--- src/rtl/log2_est32_pkg.sv ---
// Shared widths for the log2 estimator and its leading-zero counter.
// The result width helper keeps port declarations in step with FRAC_W.
package log2_est32_pkg;

  localparam int DATA_W = 32;
  localparam int LZ_W   = 6;
  localparam int INT_W  = 5;

  function automatic int res_w(input int frac_w);
    return INT_W + frac_w;
  endfunction

endpackage

--- src/rtl/log2_est32_cntlz32.sv ---
// Combinational 32-bit leading-zero counter; returns 32 for a zero operand.
module log2_est32_cntlz32
  import log2_est32_pkg::*;
(
  input  logic [DATA_W-1:0] x,
  output logic [LZ_W-1:0]   lz
);

  // Ascending scan: the last set bit seen is the most significant one.
  always_comb begin
    lz = LZ_W'(DATA_W);
    for (int i = 0; i < DATA_W; i++) begin
      if (x[i]) lz = LZ_W'(DATA_W - 1 - i);
    end
  end

endmodule

--- src/rtl/log2_est32.sv ---
// 3-stage log2 estimator: lz count, normalise, compose Q5.FRAC_W result.
// Handshake: beat accepted on in_valid && in_ready, result consumed on out_valid && out_ready; all stages advance together when !out_valid || out_ready.
module log2_est32
  import log2_est32_pkg::*;
#(
  parameter int FRAC_W = 8
) (
  input  logic                       clk,
  input  logic                       rst,
  input  logic                       in_valid,
  output logic                       in_ready,
  input  logic [DATA_W-1:0]          in_data,
  output logic                       out_valid,
  input  logic                       out_ready,
  output logic [res_w(FRAC_W)-1:0]   out_log2,
  output logic [LZ_W-1:0]            out_lz,
  output logic                       out_zero
);

  logic advance;

  logic              s1_valid_q, s1_valid_d;
  logic [DATA_W-1:0] s1_x_q, s1_x_d;
  logic [LZ_W-1:0]   s1_lz_q, s1_lz_d;
  logic [LZ_W-1:0]   lz_comb;

  logic              s2_valid_q, s2_valid_d;
  logic              s2_zero_q, s2_zero_d;
  logic [INT_W-1:0]  s2_int_q, s2_int_d;
  logic [FRAC_W-1:0] s2_frac_q, s2_frac_d;
  logic [LZ_W-1:0]   s2_lz_q, s2_lz_d;
  logic [DATA_W-1:0] norm;
  logic              norm_unused;

  logic                      out_valid_q, out_valid_d;
  logic [res_w(FRAC_W)-1:0]  out_log2_q, out_log2_d;
  logic [LZ_W-1:0]           out_lz_q, out_lz_d;
  logic                      out_zero_q, out_zero_d;

  assign advance  = !out_valid_q || out_ready;
  assign in_ready = advance;

  log2_est32_cntlz32 u_cntlz (
    .x  (in_data),
    .lz (lz_comb)
  );

  // The leading one lands on bit 31, so the fraction is the bits just below it.
  assign norm        = s1_x_q << s1_lz_q;
  assign norm_unused = ^{norm[DATA_W-1], norm[DATA_W-2-FRAC_W:0]};

  always_comb begin
    s1_valid_d  = s1_valid_q;
    s1_x_d      = s1_x_q;
    s1_lz_d     = s1_lz_q;
    s2_valid_d  = s2_valid_q;
    s2_zero_d   = s2_zero_q;
    s2_int_d    = s2_int_q;
    s2_frac_d   = s2_frac_q;
    s2_lz_d     = s2_lz_q;
    out_valid_d = out_valid_q;
    out_log2_d  = out_log2_q;
    out_lz_d    = out_lz_q;
    out_zero_d  = out_zero_q;
    if (advance) begin
      s1_valid_d  = in_valid;
      s1_x_d      = in_data;
      s1_lz_d     = lz_comb;
      s2_valid_d  = s1_valid_q;
      s2_zero_d   = (s1_lz_q == LZ_W'(DATA_W));
      s2_int_d    = INT_W'(5'd31 - s1_lz_q[INT_W-1:0]);
      s2_frac_d   = norm[DATA_W-2 -: FRAC_W];
      s2_lz_d     = s1_lz_q;
      out_valid_d = s2_valid_q;
      out_log2_d  = s2_zero_q ? '0 : {s2_int_q, s2_frac_q};
      out_lz_d    = s2_lz_q;
      out_zero_d  = s2_zero_q;
    end
  end

  always_ff @(posedge clk or posedge rst) begin
    if (rst) begin
      s1_valid_q  <= 1'b0;
      s1_x_q      <= '0;
      s1_lz_q     <= '0;
      s2_valid_q  <= 1'b0;
      s2_zero_q   <= 1'b0;
      s2_int_q    <= '0;
      s2_frac_q   <= '0;
      s2_lz_q     <= '0;
      out_valid_q <= 1'b0;
      out_log2_q  <= '0;
      out_lz_q    <= '0;
      out_zero_q  <= 1'b0;
    end else begin
      s1_valid_q  <= s1_valid_d;
      s1_x_q      <= s1_x_d;
      s1_lz_q     <= s1_lz_d;
      s2_valid_q  <= s2_valid_d;
      s2_zero_q   <= s2_zero_d;
      s2_int_q    <= s2_int_d;
      s2_frac_q   <= s2_frac_d;
      s2_lz_q     <= s2_lz_d;
      out_valid_q <= out_valid_d;
      out_log2_q  <= out_log2_d;
      out_lz_q    <= out_lz_d;
      out_zero_q  <= out_zero_d;
    end
  end

  assign out_valid = out_valid_q;
  assign out_log2  = out_log2_q;
  assign out_lz    = out_lz_q;
  assign out_zero  = out_zero_q;

endmodule

--- config.mk ---
export PLATFORM = sky130hd
export DESIGN_NAME = log2_est32
export DESIGN_NICKNAME = d
export VERILOG_FILES = /design/src/rtl/log2_est32_pkg.sv /design/src/rtl/log2_est32_cntlz32.sv /design/src/rtl/log2_est32.sv
export SDC_FILE = /design/constraint.sdc
export NUM_CORES = 1
export LEC_CHECK = 0
export BUFFER_PORTS_ARGS = -buffer_cell sky130_fd_sc_hd__buf_2
export CORE_UTILIZATION = 35
export CTS_CLUSTER_SIZE = 14
export DETAILED_ROUTE_END_ITERATION = 10
export GPL_ROUTABILITY_DRIVEN = 0
export GPL_TIMING_DRIVEN = 0
export PLACE_DENSITY = 0.59
export SLEW_MARGIN = 10
export SYNTH_ARGS = -nofsm -noshare
export SYNTH_HDL_FRONTEND = slang
export SYNTH_SLANG_ARGS = --single-unit
--- constraint.sdc ---
create_clock -name clk -period 2.05 [get_ports clk]
set_input_delay 0.1025 -clock clk [delete_from_list [all_inputs] [get_ports clk]]
set_output_delay 0.1025 -clock clk [all_outputs]
set_load 0.05 [all_outputs]
* After elaboration in Yosys (flattened, before gate mapping)
Index checks and enable logic that the tools add are counted.
** Operators by class
- Add/subtract/negate cells :: 1
- Equal/unequal tests :: 1
- Shift operators :: 1
- Muxes and demuxes :: 33
- Reductions and logical operators :: 2
** Operators by type and width (number)
- two-way mux 6 bit :: 32
- << shifter 32 x 6 -> 31 bit :: 1
- two-way mux 13 bit :: 1
- equality test 6 bit, second input constant :: 1
- subtractor 5 bit, first input constant :: 1
- logical NOT 1 bit :: 1
- logical OR 1 bit :: 1
** Storage, ports and cells
- Register bits after elaboration :: 81
- Output and inout bits :: 22

* Logic depth before layout (Yosys ltp)
Gate-level depths: netlist of run 1.
- Depth after elaboration :: 32
- Gate-level depth with buffers :: 9

* Hierarchy
From an unflattened synthesis of run 1, not the netlist that was laid out.
** Second synthesis, totals
- Cells, all modules :: 490
- Area total of the unflattened synthesis :: 4560.6 um^2
** Modules (own cells, without submodules)
- log2_est32 :: times used 1, cells an instance 425, area each 4192.8 um^2
- log2_est32_cntlz32 :: times used 1, cells an instance 65, area each 367.9 um^2

* Least setup slack after synthesis of run 1
No wires, ideal clock.
- Path type :: reg2reg
- Start :: register out_valid_q, in the netlist out_valid
- End :: register s2_int_q[0]
- Library setup time :: 156 ps
- Arrival :: 2037 ps
- Required time :: 1894 ps
- Setup slack :: -143 ps
- Stages on the path, launching flop included :: 7
- Buffers on the path :: 3
- Clock period less this slack :: 2193 ps
- Cell sequence :: dfrtp_1 > nor2b_1 > clkbuf_1 > inv_1 > clkbuf_1 > buf_1 > a21oi_1
** Between the ends
- Word-level cells in the longest chain between the ends :: 2
** RTL lines
- from (decl) :: line log2_est32.sv:35 : logic out_valid_q, out_valid_d;
- from (signal assigned) :: line log2_est32.sv:104 : out_valid_q <= out_valid_d;
- logical NOT 1 bit :: line log2_est32.sv:40 : assign advance = !out_valid_q || out_ready;
- logical OR 1 bit :: line log2_est32.sv:40
- via in_ready :: line log2_est32.sv:11 : output logic in_ready,
- to (signal assigned) :: line log2_est32.sv:101 : s2_int_q <= s2_int_d;
- to (decl) :: line log2_est32.sv:29 : logic [INT_W-1:0] s2_int_q, s2_int_d;
The timed path passes the listed nets, and every way through them passes these cells.
A chain may end at the register's enable or synchronous reset.

* Worst setup path after layout of run 1
- Start :: register s1_lz_q[0]
- End :: register s2_frac_q[4]
** Between the ends
- Word-level cells in the longest chain between the ends :: 1
** RTL lines
- from (decl) :: line log2_est32.sv:24 : logic [LZ_W-1:0] s1_lz_q, s1_lz_d;
- from (signal assigned) :: line log2_est32.sv:98 : s1_lz_q <= s1_lz_d;
- << shifter 32 x 6 -> 31 bit :: line log2_est32.sv:49 : assign norm = s1_x_q << s1_lz_q;
- to (signal assigned) :: line log2_est32.sv:102 : s2_frac_q <= s2_frac_d;
- to (decl) :: line log2_est32.sv:30 : logic [FRAC_W-1:0] s2_frac_q, s2_frac_d;
No other way between the ends.

==> impl_metrics.csv, run 1 <==
group,metric,value,unit
timing,relSlewSlack,0.5603,
timing,skew,0.004660,ns
yosys,synth_top_area_frac,0.4507,
yosys,avgSynthCellArea,9.065,um^2
placed_design,hpwl,9.439,mm
clock_tree,clkLatencyLatePin,0.35,ns
die,initial_core_util,0.3637,
clock_tree,cts_htree_levels,3,
clock_tree,clock-sinks,80,
critical_path,worst_setup_path_end_kind,"flip-flop",
global_route,antenna_found_initial,0,
timing,worst_slew_pin_slew,0.6596,ns
power,p_total,6.590,mW
flow_run,max_cap_viol_count,0,
die,fp.dieW,114.7,um
critical_path,crit_type,"reg -> reg",
critical_path,worstPathMaxFanout,6,
global_route,grt_max_degree,35,
final_layout,final_cell_mix,"168 x nand2_1, 80 x dfrtp_1, 58 x buf_2",
global_route,track_usage,0.2045,
placed_design,port_buffers,57,
clock_tree,ctsLongestPathBuffers,2,
route,drtIter0Drc,284,
timing,timing.final.crit_share,1.001,
global_route,grt_overflow_total,0,
timing,grt_setup_unrepaired,"true",
global_route,grt_pass1_wl,20.18,mm
die,die_area,0.01315,mm^2
clock_tree,cts_tree,"built",
status,violations,"negative setup slack",
yosys,synth_top_area_cell,"dfrtp_1",
timing,fin_ws,-0.001068,ns
timing,final-setup-viol-count,1,
critical_path,arrival,2.28,ns
worst_hold_path,hp-class,"in -> reg",
die,io_pins,58,
route,drt-wirelength-per-cell,16.97,um
yosys,yosysUniqueCellTypes,42,
final_layout,final_nets,605,
yosys,syn_inst,490,
yosys,synthesis.area,0.004442,mm^2
critical_path,crit_path_start_kind,"flip-flop",
power,power_density,1199,mW/mm^2
yosys,yosys_warnings,0,
clock_tree,numCtsBuffers,9,
route,drc,0,
yosys,synthTopCellsByArea,"dfrtp_1 45%, nand2_1 14%, mux2i_1 8.1%",
status,status,"complete, but fails checks",
timing,finalSetupTns,-0.001068,ns
final_layout,drive_above_1_share,0.2160,
clock_tree,root_buffer,"clkbuf_16",
timing,final_hold_viol_count,0,
clock_tree,clkTransAtPathRegs,0.06,ns
route,postRouteAntennaNets,0,
global_route,grt_pass1_vias,3765,
route,routed_wl,12.59,mm
die,core_area,0.01221,mm^2
power,p_leak,2.533,nW
timing,fmax,0.4876,GHz
die,dieHeight,114.7,um
yosys,ys_seq_area_frac,0.4507,
timing,min_period,2.051,ns
critical_path,crit_required,2.28,ns
final_layout,diodes,0,
yosys,ys_ff_latch,80,
route,dr.pass1.iters,5,
route,vias,3904,
die,row_count,40,
route,viasPerCell,5.261,
timing,drv_slew,0,
final_layout,final_common_cell,"nand2_1",
yosys,syn_nets,526,
final_layout,syn2layout_area_growth,23.77,%
power,vdd_drop_max,491.2,uV
-- flip-flops by register name, summed over array words and instances, names as in the netlist --
register / cells
s1_valid_q: 1
out_valid: 1
s1_x_q: 31
s1_lz_q: 6
s2_frac_q: 8
out_zero: 1
out_log2: 13
s2_valid_q: 1
s2_zero_q: 1
out_lz: 6
s2_lz_q: 6
s2_int_q: 5
-- power by group --
| part | internal, mW | leakage, nW | switching, mW | total [mW] |
|---|---|---|---|---|
| clock | 1.13 | 0.159 | 0.643 | 1.78 |
| sequential | 1.98 | 0.974 | 0.304 | 2.29 |
| combinational | 0.934 | 1.40 | 1.59 | 2.53 |
-- metrics by stage --
step           setup WS (ns)  cells  cell area (um^2)    util  hold slack [ns]
3_3_place_gp         -0.1221    715              4942  0.4047           0.3065
5_1_grt             -0.07738    742              5498  0.4502          0.01373
2_1_floorplan        0.07956    490              4447       -           0.2149
6_report           -0.001068    742              5498  0.4502         0.008127
4_1_cts            0.0005078    741              5428  0.4445         0.004977
3_5_place_dp         -0.1583    717              4982  0.4080          0.09859
-- cell type report --
| cell class | count | area, um^2 |
|---|---|---|
| repair buffers | 68 | 425.4 |
| clock inverters | 4 | 76.32 |
| plain buffers | 33 | 196.4 |
| multi-input cells | 367 | 2290 |
| well taps | 168 | 210.2 |
| fillers | 1230 | 6714 |
| inverters | 10 | 41.29 |
| flip-flops and latches | 80 | 2002 |
| clock buffers | 12 | 256.5 |
-- repair_timing --
action / in CTS / in global routing
cloned: 0 / 1
setup endpoints to repair: 56 / 27
pin swaps: 1 / 0
buffers inserted: 3 / 0
hold buffers: 5 / 0
resized for setup: 14 / 22
endpoints found under the hold margin: 19 / 0
-- worst paths after layout --
| kind | startpoint | end | slack [ns] | cells after the start |
|---|---|---|---|---|
| hold / removal | in_data[0] | s1_x_q[0] | 0.008 | 3 |
| min in group asynchronous | rst | out_log2[8] | 0.28 | 3 |
| max in group asynchronous | rst | s1_x_q[8] | 1.05 | 5 |
| setup reg to reg | s1_lz_q[0] | s2_frac_q[4] | -0.001 | 5 |
| hold reg to reg | out_log2[7] | out_log2[7] | 0.46 | 2 |
| setup / recovery | s1_lz_q[0] | s2_frac_q[4] | -0.001 | 5 |
-- kinds of logic (layout without fill, tap and decap cells) --
kind of cell           Yosys count  count (layout)  synth area share
multiplexers                    58              58            0.1792
AND/OR/NAND/NOR                239             239            0.2315
flip-flops                      80              80            0.4507
AO/OA/AOI/OAI                   70              70           0.09521
buffers and inverters           43             127           0.04338
-- critical path, cell delays in order (launching register included) --
cell and delay, ns:
dfrtp_1 0.34, buf_6 0.14, mux4_2 0.53, mux2_2 0.28
mux4_2 0.46, a22o_1 0.19
-- metal layers --
metal / global-route usage / share of wire / wire length, um / up-vias
li1: - / - / - / 1851
met1: 0.2726 / 0.46 / 5837 / 1888
met2: 0.3248 / 0.45 / 5706 / 137
met3: 0.05453 / 0.063 / 792 / 28
met4: 0.06234 / 0.020 / 253 / 0
met5: 0 / 0 / 0 / -
-- Yosys cell counts (all sizes together) --
library cell / number
nor2b: 1
buf: 15
a211oi: 6
a32oi: 1
mux2i: 36
or3: 2
mux2: 6
a21o: 1
o31a: 1
o311ai: 3
mux4: 16
and3: 2
a21boi: 1
clkbuf: 18
nand3b: 15
inv: 9
nand4b: 1
clkinv: 1
nor3b: 1
a32o: 1
nand2: 168
a31oi: 1
a41oi: 1
o31ai: 2
o211ai: 3
o221ai: 1
nor3: 8
nor4b: 1
nand2b: 4
and2: 4
nor2: 23
o21ai: 27
dfrtp: 80
nand3: 3
a22o: 2
a21oi: 19
nor4: 6
(Power assumes the default switching activity.)
==> inputs of run 2 (changes only) <==
- CELL_PAD_IN_SITES_DETAIL_PLACEMENT: unset -> 1
- CELL_PAD_IN_SITES_GLOBAL_PLACEMENT: unset -> 2
- CORE_UTILIZATION: 35 -> 32
- PLACE_DENSITY: 0.59 -> 0.8
==> run 2 against run 1 <==
  * The flow still finishes with violations (negative setup slack)
  * Utilization is 3.8 points lower
  * Sequential share of layout area decreased by 0.13 points
  * Power shrank 2.7%
  * Clock-buffer cell count grew 2
  * Final cell count grew 1.6%
  * Critical endpoint unchanged
==> impl_metrics.csv, run 2 (synthesis results as in run 1) <==
group,metric,value,unit
status,status,"complete, but fails checks",
status,violations,"negative setup slack",
clock_tree,root_buffer,"clkbuf_16",
placed_design,port_buffers,57,
timing,timing.final.crit_share,1.049,
final_layout,diodes,0,
global_route,antenna_found_initial,0,
worst_hold_path,hp-class,"in -> reg",
critical_path,arrival,2.36,ns
global_route,grt_pass1_vias,4022,
global_route,grt_max_degree,39,
final_layout,drive_above_1_share,0.2215,
clock_tree,clkLatencyLatePin,0.34,ns
final_layout,final_common_cell,"nand2_1",
timing,worst_slew_pin_slew,0.7208,ns
global_route,grt_pass1_wl,22.25,mm
critical_path,worstPathMaxFanout,10,
clock_tree,clkTransAtPathRegs,0.06,ns
timing,final_hold_viol_count,0,
placed_design,dp.cells,725,
die,initial_core_util,0.3315,
die,die_area,0.01436,mm^2
route,postRouteAntennaNets,0,
clock_tree,ctsLongestPathBuffers,2,
critical_path,crit_path_start_kind,"flip-flop",
timing,skew,0.009047,ns
die,dieHeight,119.8,um
route,viasPerCell,5.107,
die,core_area,0.01340,mm^2
timing,fmax,0.4652,GHz
route,drtIter0Drc,178,
flow_run,max_cap_viol_count,0,
timing,drv_slew,0,
timing,grt_setup_unrepaired,"true",
route,dr.pass1.iters,4,
critical_path,crit_required,2.26,ns
clock_tree,numCtsBuffers,9,
die,fp.dieW,119.8,um
final_layout,final_cell_mix,"168 x nand2_1, 80 x dfrtp_1, 57 x buf_2",
global_route,track_usage,0.2041,
placed_design,place_area,0.004992,mm^2
final_layout,largest_reg_flops,31,
timing,final-setup-viol-count,2,
final_layout,syn2layout_area_growth,24.23,%
power,power_density,1162,mW/mm^2
route,drc,0,
global_route,grt_overflow_total,0,
critical_path,worst_setup_path_end_kind,"flip-flop",
die,row_count,42,
power,vdd_drop_max,493.8,uV
route,routed_wl,13.57,mm
timing,finalSetupTns,-0.1267,ns
route,drt-wirelength-per-cell,18.00,um
clock_tree,clock-sinks,80,
timing,fin_hold_ws,0.01536,ns
power,p_leak,2.546,nW
placed_design,hpwl,10.47,mm
die,io_pins,58,
clock_tree,cts_tree,"built",
timing,fin_ws,-0.09982,ns
final_layout,finalInstanceArea,0.005518,mm^2
clock_tree,cts_htree_levels,3,
final_layout,fin_cells,754,
timing,min_period,2.150,ns
timing,relSlewSlack,0.5134,
route,vias,3851,
final_layout,top_register,"s1_x_q",
critical_path,crit_type,"reg -> reg",
final_layout,final_nets,611,
power,p_total,6.411,mW
## run 2: layer usage
metal,up-vias,GRT usage,share of wire,wire length (um)
met5,-,0,0,0
met4,0,0.06172,0.017,229
met3,14,0.03184,0.026,359
met2,71,0.3465,0.50,6766
met1,1910,0.2672,0.46,6219
li1,1856,-,-,-
## run 2: per-stage QoR
stage,util,setup WS [ns]
4_1_cts,0.4049,-0.05613
5_1_grt,0.4118,-0.1440
3_5_place_dp,0.3725,-0.1772
2_1_floorplan,-,0.07956
3_3_place_gp,0.3696,-0.1283
6_report,0.4118,-0.09982
## run 2: final cells by class
type                       instances  area (um^2)
fill                            1573         7883
tap                              176        220.2
buffer                            33        205.2
multi-input combinational        367         2305
clock buffer                      14        274.0
timing repair buffer              74        470.5
inverter                          10        41.29
sequential                        80         2002
## run 2: where the power goes
| group | leakage (nW) | switching, mW | internal [mW] |
|---|---|---|---|
| logic | 1.44 | 1.62 | 0.989 |
| registers | 0.974 | 0.313 | 1.98 |
| clock network | 0.135 | 0.595 | 0.907 |
## run 2: timing repair
item / CTS / global route
pin swaps: 1 / 4
endpoints found under the hold margin: 85 / 0
buffers inserted: 8 / 1
resized for setup: 16 / 30
cloned: 0 / 0
hold buffers: 6 / 0
endpoints found under the setup margin: 57 / 41
## run 2: final timing paths
check                            start            to  slack, ns  cells past startpoint
max                         s1_lz_q[1]  s2_frac_q[4]       -0.1                      6
min                        in_data[29]    s1_x_q[29]       0.02                      3
max reg2reg                 s1_lz_q[1]  s2_frac_q[4]       -0.1                      6
min reg2reg                out_log2[6]   out_log2[6]       0.46                      2
max in group asynchronous          rst    s1_x_q[18]       1.38                      4
min in group asynchronous          rst     out_lz[2]       0.23                      3
## run 2: worst max-delay path, stage by stage (launching register included)
cell and delay, ns:
dfrtp_1 0.38, buf_6 0.16, buf_12 0.15, mux4_2 0.32
mux2_4 0.28, mux4_2 0.50, a22o_1 0.23
==> inputs of run 3 (changes only) <==
- PLACE_DENSITY: 0.8 -> 0.84
==> run 3 against run 2 <==
  * The flow finishes with violations (negative hold slack, negative setup slack)
  * Clock-buffer cell count is 1 lower
  * Fmax is 2.5% higher
  * Via count is 0.62% higher
  * Critical path type unchanged
  * Critical endpoint unchanged
==> impl_metrics.csv, run 3 (synthesis results as in run 1) <==
group,metric,value,unit
route,postRouteAntennaNets,0,
timing,final-setup-viol-count,2,
worst_hold_path,hp-class,"in -> reg",
route,dr.pass1.iters,4,
die,initial_core_util,0.3315,
placed_design,port_buffers,57,
worst_hold_path,hold_path.startpoint,"in_data[16]",
route,drt-wirelength-per-cell,18.41,um
final_layout,final_common_cell,"nand2_1",
route,vias,3875,
placed_design,dp.cells,725,
final_layout,top_register,"s1_x_q",
power,p_leak,2.521,nW
final_layout,fillers,1587,
critical_path,reg2reg_to,"s2_frac_q[4]",
final_layout,largest_reg_flops,31,
clock_tree,root_buffer,"clkbuf_16",
clock_tree,clkTransAtPathRegs,0.06,ns
timing,finalSetupTns,-0.08832,ns
critical_path,cpPeakStageDelay,0.49,ns
die,die_area,0.01436,mm^2
final_layout,drive_above_1_share,0.2189,
clock_tree,ctsLongestPathBuffers,2,
critical_path,crit_path_start_kind,"flip-flop",
final_layout,multi_input_area,0.002293,mm^2
critical_path,crit_required,2.28,ns
timing,fin_hold_ws,-0.002346,ns
timing,fmax,0.4767,GHz
timing,skew,0.005998,ns
critical_path,regToRegSetupSlack,-0.05,ns
die,io_pins,58,
critical_path,worstSetupStartpoint,"s1_lz_q[1]",
critical_path,critPathTopFamily,"multiplexers",
clock_tree,clkLatencyLatePin,0.35,ns
global_route,grt_pass1_vias,4129,
clock_tree,cts_tree,"built",
placed_design,hpwl,10.21,mm
critical_path,worstPathCellList,"buf_6 -> mux2_4 -> nand2_2 -> o21ai_2 -> mux2_4 -> mux4_2 -> a22o_1",
global_route,grt_pass1_wl,22.94,mm
status,violations,"negative hold slack, negative setup slack",
power,p_total,6.493,mW
route,drc,0,
global_route,antenna_found_initial,0,
clock_tree,cts_htree_levels,3,
critical_path,reg2reg_from,"s1_lz_q[1]",
timing,min_period,2.098,ns
timing,timing.final.crit_share,1.023,
route,viasPerCell,5.187,
final_layout,fin_cells,747,
route,routed_wl,13.75,mm
timing,final_hold_viol_count,1,
status,status,"complete, but fails checks",
timing,grt_setup_unrepaired,"true",
timing,relSlewSlack,0.5345,
critical_path,cpMaxStageDelayCell,"mux4_2",
power,power_density,1186,mW/mm^2
critical_path,worstPathMaxFanout,6,
clock_tree,clock-sinks,80,
critical_path,reg2reg_depth,7,
critical_path,worst_setup_path_end_kind,"flip-flop",
final_layout,seq_area,0.002002,mm^2
critical_path,arrival,2.33,ns
die,dieHeight,119.8,um
flow_run,max_cap_viol_count,0,
final_layout,final_nets,603,
global_route,grt_overflow_total,0,
global_route,track_usage,0.2121,
final_layout,final_cell_mix,"167 x nand2_1, 80 x dfrtp_1, 57 x buf_2",
route,drtIter0Drc,274,
critical_path,cp_common_cell,"mux2_4",
critical_path,path_depth,7,
critical_path,path_buf_inv,1,
timing,drv_slew,0,
timing,fin_ws,-0.04776,ns
timing,worst_slew_pin_slew,0.6894,ns
die,core_area,0.01340,mm^2
critical_path,crit_type,"reg -> reg",
die,row_count,42,
power,vdd_drop_max,447.5,uV
final_layout,diodes,0,
clock_tree,numCtsBuffers,9,
die,fp.dieW,119.8,um
global_route,grt_max_degree,40,
final_layout,syn2layout_area_growth,23.24,%
critical_path,critPathCapture,"s2_frac_q[4]",
-- run 3: metrics by stage --
stage                       util  setup WS (ns)  instance area (um^2)  hold slack [ns]
after floorplan                -        0.07956                  4447           0.2149
after CTS                 0.4058       -0.03413                  5438         0.003982
final                     0.4085       -0.04776                  5474        -0.002346
after detailed placement  0.3725        -0.1280                  4992          0.02750
after global routing      0.4085       -0.09824                  5474          0.02415
after global placement    0.3696        -0.1169                  4952           0.3108
-- run 3: layout make-up --
class / count / area share
Clock buffer: 13 / 0.04937
Timing Repair Buffer: 67 / 0.07543
Tap cell: 176 / 0.04023
Sequential cell: 80 / 0.3657
Inverter: 10 / 0.007543
Buffer: 32 / 0.03589
Clock inverter: 2 / 0.006857
Multi-Input combinational cell: 367 / 0.4190
-- run 3: routing by layer --
metal | part of all wire | GRT usage
met5 | 0 | 0
met4 | 0.018 | 0.08516
met3 | 0.045 | 0.03042
met2 | 0.51 | 0.3616
met1 | 0.43 | 0.2697
-- run 3: worst reg2reg max path, stage by stage (launching register included) --
cell	delay (ns)
dfrtp_1	0.41
buf_6	0.19
mux2_4	0.32
nand2_2	0.08
o21ai_2	0.05
mux2_4	0.26
mux4_2	0.49
a22o_1	0.19
-- run 3: worst min path at each step --
stage	end	depth (start not counted)
after floorplan	s1_x_q[30]	2
final	s1_x_q[16]	3
after global routing	s1_x_q[8]	3
after CTS	s1_x_q[16]	3
after detailed placement	out_lz[2]	2
after global placement	s1_valid_q	3
-- run 3: timing repair --
item | in CTS | in global routing
endpoints found under the hold margin | 82 | 0
setup buffers | 3 | 0
resized for setup | 21 | 14
hold buffers | 3 | 0
setup endpoints to repair | 70 | 8
gates cloned | 2 | 0
pin swaps | 1 | 0
-- run 3: report_power, final --
part	leakage [nW]	switching (mW)	internal [mW]
sequential	0.974	0.325	1.98
clock	0.148	0.619	1.04
combinational	1.40	1.59	0.937
